===== src/rtl/div_half_precision.sv =====
// rtl/div_half_precision.sv - binary16 divider, round-to-nearest-even, one-cycle registered latency
// Subnormal operands read as zero; results outside the normal range saturate to Inf/zero with the exception flag.
module div_half_precision (
  input  logic        i_Clock,
  input  logic        i_Reset,
  input  logic [15:0] i_Dividend,
  input  logic [15:0] i_Divisor,
  output logic [15:0] o_Quotient,
  output logic        o_Exception
);

  localparam logic [15:0] QNAN = 16'h7E00;

  logic       sign;
  logic [4:0] ea, eb;
  logic [9:0] fa, fb;
  logic       a_zero, b_zero, a_inf, b_inf, a_nan, b_nan;

  assign sign   = i_Dividend[15] ^ i_Divisor[15];
  assign ea     = i_Dividend[14:10];
  assign eb     = i_Divisor[14:10];
  assign fa     = i_Dividend[9:0];
  assign fb     = i_Divisor[9:0];
  assign a_zero = (ea == 5'd0);
  assign b_zero = (eb == 5'd0);
  assign a_inf  = (ea == 5'h1F) && (fa == 10'd0);
  assign b_inf  = (eb == 5'h1F) && (fb == 10'd0);
  assign a_nan  = (ea == 5'h1F) && (fa != 10'd0);
  assign b_nan  = (eb == 5'h1F) && (fb != 10'd0);

  logic [10:0] ma, mb;
  assign ma = {1'b1, fa};
  assign mb = {1'b1, fb};

  // Restoring division: qbits[13] is the integer bit, qbits[12:0] the fraction.
  logic [11:0] rem;
  logic [13:0] qbits;
  always_comb begin
    rem   = {1'b0, ma};
    qbits = '0;
    for (int i = 13; i >= 0; i--) begin
      if (rem >= {1'b0, mb}) begin
        qbits[i] = 1'b1;
        rem      = rem - {1'b0, mb};
      end
      rem = {rem[10:0], 1'b0};
    end
  end

  logic        lead;
  logic [9:0]  frac;
  logic        guard, sticky, round_up;
  logic [10:0] frac_sum;
  logic [6:0]  be;
  logic        ovf, unf;

  always_comb begin
    lead = qbits[13];
    if (lead) begin
      frac   = qbits[12:3];
      guard  = qbits[2];
      sticky = (|qbits[1:0]) | (|rem);
    end else begin
      frac   = qbits[11:2];
      guard  = qbits[1];
      sticky = qbits[0] | (|rem);
    end
    round_up = guard & (sticky | frac[0]);
    frac_sum = {1'b0, frac} + {10'd0, round_up};
    // be is two's complement; range is roughly -15..45, so bit 6 is the sign.
    be  = {2'b00, ea} - {2'b00, eb} + 7'd15 - {6'd0, ~lead} + {6'd0, frac_sum[10]};
    ovf = !be[6] && (be >= 7'd31);
    unf = be[6] || (be == 7'd0);
  end

  logic [15:0] q_next;
  logic        exc_next;

  always_comb begin
    q_next   = 16'h0000;
    exc_next = 1'b0;
    if (a_nan || b_nan) begin
      q_next   = QNAN;
      exc_next = 1'b1;
    end else if ((a_inf && b_inf) || (a_zero && b_zero)) begin
      q_next   = QNAN;
      exc_next = 1'b1;
    end else if (a_inf) begin
      q_next   = {sign, 5'h1F, 10'd0};
      exc_next = 1'b1;
    end else if (b_inf) begin
      q_next   = {sign, 15'd0};
      exc_next = 1'b1;
    end else if (b_zero) begin
      q_next   = {sign, 5'h1F, 10'd0};
      exc_next = 1'b1;
    end else if (a_zero) begin
      q_next   = {sign, 15'd0};
      exc_next = 1'b0;
    end else if (ovf) begin
      q_next   = {sign, 5'h1F, 10'd0};
      exc_next = 1'b1;
    end else if (unf) begin
      q_next   = {sign, 15'd0};
      exc_next = 1'b1;
    end else begin
      q_next   = {sign, be[4:0], frac_sum[9:0]};
      exc_next = 1'b0;
    end
  end

  always_ff @(posedge i_Clock) begin
    if (i_Reset) begin
      o_Quotient  <= 16'h0000;
      o_Exception <= 1'b0;
    end else begin
      o_Quotient  <= q_next;
      o_Exception <= exc_next;
    end
  end

endmodule


===== config.mk =====
export PLATFORM = sky130hd
export DESIGN_NAME = div_half_precision
export DESIGN_NICKNAME = d
export VERILOG_FILES = /design/src/rtl/div_half_precision.sv
export SDC_FILE = /design/constraint.sdc
export NUM_CORES = 1
export LEC_CHECK = 0
export CORE_ASPECT_RATIO = 1.75
export CORE_MARGIN = 2
export CORE_UTILIZATION = 40
export CTS_BUF_LIST = sky130_fd_sc_hd__clkbuf_16
export DETAILED_ROUTE_END_ITERATION = 10
export PLACE_DENSITY = 0.65
export SKIP_CTS_REPAIR_TIMING = 1
export SLEW_MARGIN = 20
export SYNTH_ARGS = -nofsm -noshare
export SYNTH_HDL_FRONTEND = slang
export SYNTH_SLANG_ARGS = --single-unit

===== constraint.sdc =====
create_clock -name i_Clock -period 52.2 [get_ports i_Clock]
set_input_delay 5.22 -clock i_Clock [delete_from_list [all_inputs] [get_ports i_Clock]]
set_output_delay 5.22 -clock i_Clock [all_outputs]
set_load 0.005 [all_outputs]

==> out/metrics.cfg <==
[status]
outcome=complete, no violations

[timing]
maxSlewHeadroom_pct=41.5
rsz0062_at_grt=false
hold_violations=0
finalMaxSlewViolations=0
tightestPinTransition_ns=0.876
fin_crit_ns=45.63
setup_violations=0
setup_tns_ns=0
period_share_pct=87.4
fmax_ghz=0.0219

[critical_path]
cp-start-kind=input port
cp_common_cell=a21o_1
cp_slowest_cell=or4b_2
critPathMaxFanout=34
path_class=input port to register
end_kind=register
critPathLaunch=i_Divisor[1]
arrival_ns=45.81
crit_required_ns=52.38
slowest_delay_ns=0.71

[synthesis]
async_reset_ff_share_pct=0
synth_edf_count=0
netlist_area_sq_um=8460
synthCells=1176
synth_fp_nets=1344
yosysUniqueCellTypes=82
synth_top_area_cell=ha_1
ys_ff_latch=17
synth.top_cells.by_area=ha_1 19%, a21o_1 6.5%, mux2_2 6.3%
synth-seq-area-share_pct=4.02
netlist.area_leader.share_pct=19.1
synth_ff_type=dfxtp_1
ys_warn_count=0
syn_avg_cell_area_sq_um=7.20

[placed_design]
io_buffers=50
place.gp.congestion=0.945
hpwlAfterDp_mm=20.9

[layout]
area_growth_pct=9.80
drive_gt1_share_pct=7.85
final_nets=1379
diodes=0
final_cell_mix=129 x ha_1, 113 x nor2_1, 88 x a21oi_1
final_common_cell=ha_1

[detailed_routing]
wire_per_inst_um=17.4
drt_iter0_markers=592
drc=0
drt_first_pass_iters=5
ant_nets=0
via_count=8796
routed_wl_mm=25.5
vias_per_cell=6.02

[grt]
grt.total_usage_pct=22.2
grt_antenna_before_repair=0
grt_pass1_vias=8614
overflow=0
grt_max_degree=35
grt_pass1_wl_mm=40.9

[die]
start_util_pct=40.6
io_pins=51
die_w_um=114
die_area_sq_um=22400
die_h_um=196
core-area_sq_um=20800
row_count=70

[clock_network]
htreeDepth=1
cts.path.max_buffers=2
cts_tree=built
clk_pin_slew_ns=0.05
clock-sinks=17
root_buffer=clkbuf_16
numCtsBuffers=3

[worst_hold_path]
hold-path-endpoint=o_Quotient[15]
hp-class=input port to register
min-delay-start=i_Dividend[15]
hold_depth=3

[job]
drv_cap=0

[final cells by class]
| class | count | area (sq um) |
|---|---|---|
| Clock buffer | 3 | 75.1 |
| Clock inverter | 1 | 3.75 |
| Fill cell | 2202 | 11600 |
| Inverter | 64 | 240 |
| Multi-Input combinational cell | 1061 | 7710 |
| Sequential cell | 17 | 340 |
| Tap cell | 252 | 315 |
| Timing Repair Buffer | 64 | 606 |
[state kept, by name, summed over array words and instances (netlist names)]
register     count
o_Exception      1
o_Quotient      16
[worst max path at each step]
stage	to	depth (start not counted)
after floorplan	o_Quotient[0]	197
after CTS	o_Quotient[0]	186
after global placement	o_Quotient[0]	181
final	o_Quotient[0]	186
after detailed placement	o_Quotient[0]	186
after global routing	o_Quotient[0]	182
[metal layers]
metal | share of wire [%] | track usage (%) | vias up
met2 | 55 | 45.5 | 153
met5 | 0 | 0 | -
li1 | - | - | 4436
met1 | 39 | 22.7 | 4147
met4 | 4.0 | 8.85 | 0
met3 | 1.9 | 0.984 | 60
[critical path, delay by kind of cell]
| kind | cells | cell delay [ns] |
|---|---|---|
| fa+ha+maj | 17 | 5.66 |
| xor+xnor | 1 | 0.39 |
| buf+inv | 13 | 2.81 |
| compound gates | 106 | 19.97 |
| mux | 7 | 2.37 |
| simple gates | 42 | 9.33 |
[cell families after synthesis]
group | share of synthesized area (%)
adder cells (fa/ha/maj) | 20.3
XOR/XNOR | 8.80
buffers and inverters | 4.85
multiplexers | 8.56
flip-flops | 4.02
AND/OR/NAND/NOR | 22.0
AO/OA/AOI/OAI | 31.5
[through the flow]
stage	worst slack, ns	area (sq um)	std cells	hold WS (ns)	util, %
2_1_floorplan	11.64	8460	1176	5.40	-
3_5_place_dp	6.64	9220	1458	5.89	44.2
5_1_grt	3.21	9290	1462	5.66	44.6
6_report	6.57	9290	1462	5.62	44.6
4_1_cts	6.75	9290	1462	5.62	44.6
3_3_place_gp	7.08	9220	1458	5.88	44.2
[synthesized netlist by cell type, types with 12 or more instances]
cell type	instances
ha_1	129
dfxtp_1	17
o31ai_1	15
o211ai_1	21
mux2i_1	12
nor2b_1	21
mux2_2	47
xor2_1	34
o21ai_0	70
nand3_1	20
and3_1	12
and2_1	12
nand2_1	87
clkbuf_1	17
nand2b_1	25
nor2_1	113
nor3_1	33
a21o_1	73
o21a_1	33
inv_1	61
nor4_1	12
xnor2_1	51
a21oi_1	88
Power is left out: the tool's default activity adds up to more than one toggle a clock period on the data nets, which glitch-free logic cannot reach.
